[config.mk]
export PLATFORM = sky130hd
export DESIGN_NAME = sn_io_protocol_host_flat
export DESIGN_NICKNAME = d
export VERILOG_FILES = /design/src/rtl/sn_io_pkg.sv /design/src/rtl/sn_io_protocol_host_if.sv /design/src/rtl/sn_io_uart_byte.sv /design/src/rtl/sn_io_protocol_host.sv /design/src/flat_wrapper.sv
export SDC_FILE = /design/constraint.sdc
export NUM_CORES = 1
export LEC_CHECK = 0
export ABC_AREA = 1
export CAP_MARGIN = 20
export CORE_AREA = 2 2 140 74
export DETAILED_ROUTE_END_ITERATION = 8
export DIE_AREA = 0 0 142 76
export PLACE_DENSITY = 0.74
export RECOVER_POWER = 25
export SETUP_SLACK_MARGIN = 0.4
export SYNTH_ARGS = -nofsm -noshare
export SYNTH_HDL_FRONTEND = slang
export SYNTH_HIERARCHICAL = 1
export SYNTH_SLANG_ARGS = --single-unit
[constraint.sdc]
create_clock -name clk -period 2.11 [get_ports clk]
set_input_delay 0.211 -clock clk [delete_from_list [all_inputs] [get_ports clk]]
set_output_delay 0.211 -clock clk [all_outputs]
set_load 0.02 [all_outputs]
[src/rtl/sn_io_pkg.sv]
// rtl/sn_io_pkg.sv - shared types and constants for the sn_io UART register-access host
package sn_io_pkg;

    typedef struct packed {
        logic       r0w1;
        logic [6:0] addr;
    } sn_io_cmd_t;

    typedef enum logic [2:0] {
        IDLE,
        TX_CMD,
        TX_DATA,
        RX_WAIT,
        DONE
    } sn_io_host_state_t;

    localparam logic SN_IO_READ      = 1'b0;
    localparam logic SN_IO_WRITE     = 1'b1;
    localparam logic SN_IO_LINE_IDLE = 1'b1;

    // Bits needed to hold 0 .. max_count-1, never less than one.
    function automatic int cnt_width(input int max_count);
        return (max_count > 1) ? $clog2(max_count) : 1;
    endfunction

endpackage

[src/rtl/sn_io_protocol_host_if.sv]
// rtl/sn_io_protocol_host_if.sv - request/response bundle between a requester and the sn_io host
interface sn_io_protocol_host_if;
    logic       req_valid;
    logic       req_ready;
    logic       req_r0w1;
    logic [6:0] req_addr;
    logic [7:0] req_wdata;
    logic       rsp_valid;
    logic [7:0] rsp_rdata;
    logic       rsp_timeout;
    logic       busy;

    modport master (
        output req_valid, req_r0w1, req_addr, req_wdata,
        input  req_ready, rsp_valid, rsp_rdata, rsp_timeout, busy
    );

    modport slave (
        input  req_valid, req_r0w1, req_addr, req_wdata,
        output req_ready, rsp_valid, rsp_rdata, rsp_timeout, busy
    );
endinterface

[src/rtl/sn_io_uart_byte.sv]
// rtl/sn_io_uart_byte.sv - 8N1 byte serialiser and mid-bit sampling deserialiser
module sn_io_uart_byte
    import sn_io_pkg::*;
#(
    parameter int P_CLKS_PER_BIT    = 87,
    parameter int P_BITS_TO_SEND    = 10,
    parameter int P_BITS_TO_RECEIVE = 10
) (
    input  logic       clk,
    input  logic       rst,
    input  logic       tx_start,
    input  logic [7:0] tx_data,
    output logic       tx_done,
    output logic       tx,
    input  logic       rx_en,
    input  logic       rx_in,
    output logic       rx_valid,
    output logic [7:0] rx_data,
    output logic       rx_ferr
);

    localparam int CW  = cnt_width(P_CLKS_PER_BIT);
    localparam int TBW = cnt_width(P_BITS_TO_SEND);
    localparam int RBW = cnt_width(P_BITS_TO_RECEIVE);
    localparam int TSW = P_BITS_TO_SEND - 1;
    localparam logic [CW-1:0]  BIT_LAST = CW'(P_CLKS_PER_BIT - 1);
    localparam logic [CW-1:0]  BIT_MID  = CW'(P_CLKS_PER_BIT / 2);
    localparam logic [TBW-1:0] TX_LAST  = TBW'(P_BITS_TO_SEND - 1);
    localparam logic [RBW-1:0] RX_LAST  = RBW'(P_BITS_TO_RECEIVE - 1);

    logic           tx_busy;
    logic [CW-1:0]  tx_cnt;
    logic [TBW-1:0] tx_bit;
    logic [TSW-1:0] tx_shift;

    // A tx_start in the same cycle as tx_done chains the next frame with no idle gap.
    assign tx_done = tx_busy && (tx_cnt == BIT_LAST) && (tx_bit == TX_LAST);

    always_ff @(posedge clk) begin
        if (!rst) begin
            tx       <= SN_IO_LINE_IDLE;
            tx_busy  <= 1'b0;
            tx_cnt   <= '0;
            tx_bit   <= '0;
            tx_shift <= '1;
        end else if (tx_start) begin
            tx       <= 1'b0;
            tx_busy  <= 1'b1;
            tx_cnt   <= '0;
            tx_bit   <= '0;
            tx_shift <= {{(TSW-8){1'b1}}, tx_data};
        end else if (tx_busy) begin
            if (tx_cnt == BIT_LAST) begin
                tx_cnt <= '0;
                if (tx_bit == TX_LAST) begin
                    tx_busy <= 1'b0;
                    tx      <= SN_IO_LINE_IDLE;
                end else begin
                    tx_bit   <= tx_bit + 1'b1;
                    tx       <= tx_shift[0];
                    tx_shift <= {1'b1, tx_shift[TSW-1:1]};
                end
            end else begin
                tx_cnt <= tx_cnt + 1'b1;
            end
        end
    end

    logic           rx_prev;
    logic           rx_busy;
    logic [CW-1:0]  rx_cnt;
    logic [RBW-1:0] rx_bit;
    logic [7:0]     rx_shift;

    // The edge-detect cycle counts as offset 0, so the start bit is re-read at offset P/2.
    always_ff @(posedge clk) begin
        if (!rst) begin
            rx_prev  <= SN_IO_LINE_IDLE;
            rx_busy  <= 1'b0;
            rx_cnt   <= '0;
            rx_bit   <= '0;
            rx_shift <= '0;
            rx_valid <= 1'b0;
            rx_data  <= '0;
            rx_ferr  <= 1'b0;
        end else begin
            rx_prev  <= rx_in;
            rx_valid <= 1'b0;
            rx_ferr  <= 1'b0;
            if (!rx_en) begin
                rx_busy <= 1'b0;
            end else if (!rx_busy) begin
                if (rx_prev && !rx_in) begin
                    rx_busy <= 1'b1;
                    rx_cnt  <= CW'(1);
                    rx_bit  <= '0;
                end
            end else if ((rx_bit == '0) ? (rx_cnt == BIT_MID) : (rx_cnt == BIT_LAST)) begin
                rx_cnt <= '0;
                rx_bit <= rx_bit + 1'b1;
                if (rx_bit == '0) begin
                    if (rx_in) rx_busy <= 1'b0;
                end else if (rx_bit == RX_LAST) begin
                    rx_busy <= 1'b0;
                    if (rx_in) begin
                        rx_valid <= 1'b1;
                        rx_data  <= rx_shift;
                    end else begin
                        rx_ferr <= 1'b1;
                    end
                end else begin
                    rx_shift <= {rx_in, rx_shift[7:1]};
                end
            end else begin
                rx_cnt <= rx_cnt + 1'b1;
            end
        end
    end

endmodule

[src/rtl/sn_io_protocol_host.sv]
// rtl/sn_io_protocol_host.sv - sn_io UART register-access host (FSM + watchdog); optional SN_IO_HOST_RX_SYNC_EN
module sn_io_protocol_host
    import sn_io_pkg::*;
#(
    parameter int P_CLKS_PER_BIT       = 87,
    parameter int P_BITS_TO_SEND       = 10,
    parameter int P_BITS_TO_RECEIVE    = 10,
    parameter int P_PROT_WATCHDOG_TIME = 100000000
) (
    input  logic                 clk,
    input  logic                 rst,
    sn_io_protocol_host_if.slave bus,
    output logic                 uart_tx,
    input  logic                 uart_rx
);

    localparam int WW = cnt_width(P_PROT_WATCHDOG_TIME);
    localparam logic [WW-1:0] WD_LAST = WW'(P_PROT_WATCHDOG_TIME - 1);

    sn_io_host_state_t state_q, state_d;
    logic       r0w1_q;
    logic [7:0] wdata_q;
    logic [7:0] rdata_q;
    logic       timeout_q;
    logic [WW-1:0] wd_cnt;

    sn_io_cmd_t cmd;
    logic       tx_start, tx_done;
    logic [7:0] tx_byte;
    logic       rx_line, rx_valid, rx_ferr, rx_good;
    logic [7:0] rx_data;
    logic       wd_expired;

`ifdef SN_IO_HOST_RX_SYNC_EN
    logic [1:0] rx_sync;
    always_ff @(posedge clk) begin
        if (!rst) rx_sync <= 2'b11;
        else      rx_sync <= {rx_sync[0], uart_rx};
    end
    assign rx_line = rx_sync[1];
`else
    assign rx_line = uart_rx;
`endif

    assign cmd        = {bus.req_r0w1, bus.req_addr};
    assign rx_good    = rx_valid && !rx_ferr;
    assign wd_expired = (wd_cnt == WD_LAST);

    sn_io_uart_byte #(
        .P_CLKS_PER_BIT   (P_CLKS_PER_BIT),
        .P_BITS_TO_SEND   (P_BITS_TO_SEND),
        .P_BITS_TO_RECEIVE(P_BITS_TO_RECEIVE)
    ) u_uart (
        .clk     (clk),
        .rst     (rst),
        .tx_start(tx_start),
        .tx_data (tx_byte),
        .tx_done (tx_done),
        .tx      (uart_tx),
        .rx_en   (state_q == RX_WAIT),
        .rx_in   (rx_line),
        .rx_valid(rx_valid),
        .rx_data (rx_data),
        .rx_ferr (rx_ferr)
    );

    always_comb begin
        state_d  = state_q;
        tx_start = 1'b0;
        tx_byte  = wdata_q;
        case (state_q)
            IDLE: begin
                tx_byte = cmd;
                if (bus.req_valid) begin
                    tx_start = 1'b1;
                    state_d  = TX_CMD;
                end
            end
            TX_CMD: begin
                if (tx_done) begin
                    if (r0w1_q == SN_IO_WRITE) begin
                        tx_start = 1'b1;
                        state_d  = TX_DATA;
                    end else begin
                        state_d = RX_WAIT;
                    end
                end
            end
            TX_DATA: if (tx_done) state_d = DONE;
            // A good byte landing on the last watchdog cycle still counts as a reply.
            RX_WAIT: if (rx_good || wd_expired) state_d = DONE;
            DONE:    state_d = IDLE;
            default: state_d = IDLE;
        endcase
    end

    always_ff @(posedge clk) begin
        if (!rst) begin
            state_q   <= IDLE;
            r0w1_q    <= SN_IO_READ;
            wdata_q   <= '0;
            rdata_q   <= '0;
            timeout_q <= 1'b0;
            wd_cnt    <= '0;
        end else begin
            state_q <= state_d;
            wd_cnt  <= (state_q == RX_WAIT) ? wd_cnt + 1'b1 : '0;
            if (state_q == IDLE && bus.req_valid) begin
                r0w1_q  <= bus.req_r0w1;
                wdata_q <= bus.req_wdata;
            end
            if (state_q == TX_DATA && state_d == DONE) begin
                rdata_q   <= '0;
                timeout_q <= 1'b0;
            end
            if (state_q == RX_WAIT && state_d == DONE) begin
                rdata_q   <= rx_good ? rx_data : 8'h00;
                timeout_q <= !rx_good;
            end
        end
    end

    assign bus.req_ready   = (state_q == IDLE);
    assign bus.busy        = (state_q != IDLE);
    assign bus.rsp_valid   = (state_q == DONE);
    assign bus.rsp_timeout = (state_q == DONE) && timeout_q;
    assign bus.rsp_rdata   = rdata_q;

endmodule

[src/flat_wrapper.sv]
// flat-port wrapper written by rule: the top's interface ports become plain ports
module sn_io_protocol_host_flat import sn_io_pkg::*;
#(
    parameter int P_CLKS_PER_BIT       = 87,
    parameter int P_BITS_TO_SEND       = 10,
    parameter int P_BITS_TO_RECEIVE    = 10,
    parameter int P_PROT_WATCHDOG_TIME = 100000000
)
  (clk, rst, uart_tx, uart_rx, bus_req_valid, bus_req_r0w1, bus_req_addr, bus_req_wdata, bus_req_ready, bus_rsp_valid, bus_rsp_rdata, bus_rsp_timeout, bus_busy);
  sn_io_protocol_host_if bus_i ();
  input  logic clk;
  input  logic rst;
  output logic uart_tx;
  input  logic uart_rx;
  input wire logic [$bits(bus_i.req_valid)-1:0] bus_req_valid;
  input wire logic [$bits(bus_i.req_r0w1)-1:0] bus_req_r0w1;
  input wire logic [$bits(bus_i.req_addr)-1:0] bus_req_addr;
  input wire logic [$bits(bus_i.req_wdata)-1:0] bus_req_wdata;
  output wire logic [$bits(bus_i.req_ready)-1:0] bus_req_ready;
  output wire logic [$bits(bus_i.rsp_valid)-1:0] bus_rsp_valid;
  output wire logic [$bits(bus_i.rsp_rdata)-1:0] bus_rsp_rdata;
  output wire logic [$bits(bus_i.rsp_timeout)-1:0] bus_rsp_timeout;
  output wire logic [$bits(bus_i.busy)-1:0] bus_busy;
  assign bus_i.req_valid = bus_req_valid;
  assign bus_i.req_r0w1 = bus_req_r0w1;
  assign bus_i.req_addr = bus_req_addr;
  assign bus_i.req_wdata = bus_req_wdata;
  assign bus_req_ready = bus_i.req_ready;
  assign bus_rsp_valid = bus_i.rsp_valid;
  assign bus_rsp_rdata = bus_i.rsp_rdata;
  assign bus_rsp_timeout = bus_i.rsp_timeout;
  assign bus_busy = bus_i.busy;
  sn_io_protocol_host #(.P_CLKS_PER_BIT(P_CLKS_PER_BIT), .P_BITS_TO_SEND(P_BITS_TO_SEND), .P_BITS_TO_RECEIVE(P_BITS_TO_RECEIVE), .P_PROT_WATCHDOG_TIME(P_PROT_WATCHDOG_TIME)) u_core (.clk(clk), .rst(rst), .bus(bus_i), .uart_tx(uart_tx), .uart_rx(uart_rx));
endmodule
After elaboration in Yosys (flattened, before gate mapping). Cells that the tools add are included.

Register bits: 100.

$add $sub $neg: 5. Equal/unequal tests: 13. Muxes and demuxes: 43. Reductions and logical operators: 29. Bitwise operators: 7.

Operators with widths (number): $mux 8 (8); $mux 7 (4); $add 27x1->27 const B (1); $eq 27x27->1 const B (1); $mux 1 (22); $add 7x1->7 const B (2); $eq 7x7->1 const B (2); $mux 3 (4); $mux 4 (3); $pmux 3 s4 (1); $reduce_and 3->1 (3); $add 4x1->4 const B (2); $eq 4x4->1 const B (2); $logic_and 1x1->1 (8); $reduce_bool 2->1 (4); $eq 7x6->1 const B (1); $not 1->1 (7); $eq 3x2->1 const B (2); $eq 3x3->1 const B (2); $reduce_and 2->1 (3); $reduce_and 6->1 (1); $reduce_or 6->1 (1); $reduce_and 5->1 (1); $logic_not 4->1 (1); other kinds (8) (11).

Depth between registers and ports, before layout.
Depth in word-level cells: 9. Depth in mapped cells: 16. Depth with buffers taken out: 15.

Hierarchy. Netlist, hierarchy kept.

Modules (own cells, without submodules): sn_io_uart_byte (instances 1, area each 2483.6 µm², seq. area each 1041.0 µm², cells each 354); sn_io_protocol_host (instances 1, area each 2429.8 µm², seq. area each 960.9 µm², cells each 354).

Worst setup path before layout. OpenSTA, ideal clock, no wires.

Path kind: register -> register. Start: register u_core.u_uart.tx_cnt[0]. End: register u_core.u_uart.tx_shift[1]. Arrival time: 2143 ps. Library setup time: 121 ps. Clock period less this slack: 2264 ps. Buffers on the path: 1. Required time: 1989 ps. Slack: -154 ps. Stages on the path, launching flop included: 17. Cells stage by stage: dfxtp_1 -> inv_1 -> ha_1 -> inv_1 -> nor2_1 -> nand3_1 -> nor2_1 -> inv_1 -> nor2_1 -> nand2_1 -> o21ai_0 -> clkbuf_1 -> clkinv_1 -> nand2_1 -> inv_1 -> nand2_1 -> nand3_1.

Cells in the longest elaborated chain, start to end: 7. Elaborated cells on any way between the ends: 10. Classes of those cells: eq/ne (2); mux (3); reduce/logical (5).

RTL lines: start, declared (RTL line sn_io_uart_byte.sv:32) `logic [CW-1:0] tx_cnt;`; start signal, assigned (RTL line sn_io_uart_byte.sv:64) `tx_cnt <= tx_cnt + 1'b1;`; $eq 7x7->1 (*) (RTL line sn_io_uart_byte.sv:37) `assign tx_done = tx_busy && (tx_cnt == BIT_LAST) && (tx_bit == TX_LAST);`; $logic_and 1x1->1 (*) (2 in series) (RTL line sn_io_uart_byte.sv:37); named net u_core.tx_done (RTL line sn_io_protocol_host.sv:28) `logic tx_start, tx_done;`; $mux 1 (*) (RTL line sn_io_protocol_host.sv:80) `if (tx_done) begin`; $pmux 1 s2 (*) (RTL line sn_io_protocol_host.sv:71) `case (state_q)`; named net u_core.tx_start (RTL line sn_io_protocol_host.sv:28); $ne 2x1->1 (no line) / $reduce_bool 2->1 (equally long branches); $reduce_and 3->1 (no line); end signal, assigned (RTL line sn_io_uart_byte.sv:51) `tx_shift <= {{(TSW-8){1'b1}}, tx_data};`; end signal, assigned (RTL line sn_io_uart_byte.sv:61) `tx_shift <= {1'b1, tx_shift[TSW-1:1]};`; end, declared (RTL line sn_io_uart_byte.sv:34) `logic [TSW-1:0] tx_shift;`.

Mark *: on every way through the listed nets, which the timed path passes. The rest lies on a longest branch. A chain may end at the register's enable or synchronous reset.

Worst setup path in the final report.
Start: register u_core.state_q[0]. End: register u_core.u_uart.tx_cnt[6].

Cells in the longest elaborated chain, start to end: 3. Elaborated cells on any way between the ends: 4. Classes of those cells: eq/ne (1); mux (1); reduce/logical (2).

RTL lines: start, declared (RTL line sn_io_protocol_host.sv:20) `sn_io_host_state_t state_q, state_d;`; start signal, assigned (RTL line sn_io_protocol_host.sv:106) `state_q <= state_d;`; $eq 3x1->1 / $logic_not 3->1 (equally long branches) (RTL line sn_io_protocol_host.sv:71); $pmux 1 s2 (*) (RTL line sn_io_protocol_host.sv:71); named net u_core.tx_start (RTL line sn_io_protocol_host.sv:28); $reduce_or 2->1 (no line) (*).

Marks and branches as above.

==> reports/qor.yml <==
hold_path:
  hp-class: "reg2reg"
  hold-path-cell-count: 2
  hp-start: "u_core/wdata_q[5]"
  min_to: "u_core/wdata_q[5]"
sta:
  period_minus_slack_ps: 1910
  drv_slew: 0
  post-route-period-util: 0.905
  setup_viol: 0
  fmax_mhz: 524
  fin_skew_ps: 9.18
  rsz0062_at_grt: "yes"
  timing.final.ws_setup_ps: 201
  slew_headroom: 0.575
  setup_tns_ps: 0
  max_slew.worst_pin.slew_ps: 635
  hold_viol_final: 0
route:
  drtAntennaViolNets: 0
  drcViolationCount: 0
  avgRoutedWirePerCell_um: 14.7
  wl_mm: 13.4
  drtIter0Drc: 390
  dr_total_vias: 4881
  vias_per_cell: 5.36
  dr.pass1.iters: 5
critical_path:
  rrSetupSlack_ps: 200
  rr_endpoint: "u_core/u_uart/tx_cnt[6]"
  reg2reg_from: "u_core/state_q[0]"
  cp_cell_sequence: "inv_1, nand2_1, inv_1, nand2_1, o21ai_2, buf_6, buf_12, nor2_4, nand2_2, nor3b_1"
  path_class: "reg2reg"
  worstSetupStartpointType: "flop"
  cp_data_required_time_ps: 2380
  cp_slowest_stage_delay_ps: 500
  path_max_fanout: 7
  crit_path_end_kind: "flop"
  reg2regPathDepth: 10
  arrival_ps: 2180
  cp_slowest_cell: "dfxtp_1"
finish:
  area_growth_pct: 29.6
  seq_area_um2: 2020
  multi_input_area_um2: 2800
  drive_gt1_frac: 0.223
  nNetsFinal: 809
  fillCellCount: 794
  diodes: 0
logic_synthesis:
  syn_inst: 708
  synth_common_cells: "nand2_1 (166), inv_1 (103), dfxtp_1 (100)"
  async_reset_ff_frac: 0
  synth_cell_types: 41
  ys.flop_type: "dfxtp_1"
  synth_top_area_share: 0.407
  synth.cell_area_um2: 4910
  ys_top_cells_by_area: "dfxtp_1 (41%), nand2_1 (13%), inv_1 (7.9%)"
  synth_warnings: 6
  synth_area_leader_cell: "dfxtp_1"
  synth_edf_count: 0
  synth_nets: 737
  ys_ff_latch: 100
  avgSynthCellArea_um2: 6.94
  synth_most_common_cell: "nand2_1"
  ys_seq_area_frac: 0.407
global_route:
  grt_max_degree: 27
  antenna_found_initial: 0
  grt.total_usage: 0.246
  grt_pass1_vias: 4485
  grt_pass1_wl_mm: 21.3
  grt_remaining_overflow: 0
die:
  die_area_um2: 10800
  ios: 33
  core_um2: 9730
  die_h_um: 76
  die_width_um: 142
  rows: 26
  start_util: 0.505
clock_network:
  worst_skew_pair.late_latency_ps: 350
  cts_tree: "done"
  cts_buffer_depth: 2
  clk_pin_slew_ps: 70
  root_buffer: "clkbuf_16"
  numCtsBuffers: 9
  numClockSinks: 100
  cts_max_level: 3
  ctsHoldBuffers: 0
flow_run:
  maxCapViolations: 0
pwr:
  peakVddDrop_uv: 378
  power_density_nw_per_um2: 604
  p_leak_uw: 0.00249
place:
  io_buffer_count: 32
  place_ws_ps: 107
  gp_congestion: 0.971
  dp_hpwl_mm: 8.88
status:
  run_status: "finished, final reports clean"
==> cell families after synthesis <==
logic type,synth area share
adders and majority gates,0.0229
xor gates and xnor gates,0.0160
and+or+nand+nor,0.340
AOI/OAI and AO/OA,0.113
buffers and inverters,0.100
DFF,0.407
==> worst max-delay path: cells and delay by family, from the launching register on <==
kind                   cells  cell delay [ps]
AND/OR/NAND/NOR            5              710
buffers and inverters      4              560
flip-flops                 1              500
AO/OA/AOI/OAI              1               70
==> through the flow <==
stage	hold slack (ps)	power, uW	cells	util	area [um^2]
6_report	448	3850	911	0.654	6370
5_1_grt	472	4000	911	0.654	6370
4_1_cts	452	3860	895	0.621	6040
3_5_place_dp	441	2210	864	0.561	5450
3_3_place_gp	433	2200	864	0.561	5450
2_1_floorplan	340	2120	708	-	4970
==> cell usage in the layout, fill, tap and decap left out, types with 8 or more instances in the layout <==
master / synthesis / routed
nor2_2: 5 / 10
a21oi_1: 57 / 54
nand2_1: 166 / 134
nor3_1: 14 / 13
inv_2: 3 / 8
clkbuf_16: 0 / 9
nor2_4: 4 / 12
nand4_1: 20 / 20
buf_4: 1 / 33
inv_1: 103 / 94
nand3_2: 3 / 8
o21ai_0: 30 / 28
clkdlybuf4s50_1: 0 / 22
nor2_1: 85 / 72
nand3_1: 41 / 34
nand2_4: 0 / 10
dfxtp_1: 100 / 91
nand2_2: 6 / 27
==> state kept, by name, summed over array words and instances (netlist names), 3 cells and up <==
name                    count
u_core/u_uart/tx_shift      8
u_core/u_uart/rx_cnt        7
u_core/state_q              3
u_core/u_uart/rx_shift      8
u_core/bus.rsp_rdata        8
u_core/u_uart/tx_cnt        7
u_core/u_uart/rx_data       8
u_core/wd_cnt              27
u_core/u_uart/tx_bit        4
u_core/wdata_q              8
u_core/u_uart/rx_bit        4
==> final cells by class <==
class,count,area share
inverters,108,0.0688
flip-flops and latches,100,0.317
repair buffers,73,0.101
repair inverters,1,0.00138
multi-input cells,487,0.440
clock inverters,6,0.00845
clock buffers,10,0.0375
well taps,126,0.0248
==> routing by layer <==
metal  GRT usage  vias to the layer above  share of wire  wire (um)
li1            -                     2413              -          -
met1       0.341                     2272           0.47       6310
met5           0                        -              0          0
met4      0.0880                        0          0.017        233
met2       0.374                      169           0.45       5970
met3      0.0591                       27          0.065        865
==> power breakdown <==
part,total [uW],internal (uW),switching [uW]
Combinational,282,120,163
Sequential,1940,1920,24.6
Clock,1620,854,766
Total,3850,2890,954
==> worst max path at each step <==
stage,startpoint,to
after CTS,u_core/u_uart/tx_cnt[0],u_core/u_uart/tx_shift[6]
after global routing,u_core/state_q[0],u_core/wd_cnt[4]
final,u_core/state_q[0],u_core/u_uart/tx_cnt[6]
after floorplan,u_core/u_uart/tx_cnt[0],u_core/u_uart/tx_shift[1]
after global placement,u_core/u_uart/tx_cnt[0],u_core/u_uart/tx_shift[5]
after detailed placement,u_core/u_uart/tx_cnt[0],u_core/u_uart/tx_shift[6]
==> repair_timing <==
action / CTS / global route
endpoints found under the setup margin: 61 / 68
pin swaps: 13 / 27
buffers inserted: 13 / 14
gates resized for setup: 58 / 67
cloned: 2 / 2
(Power assumes the default switching activity.)
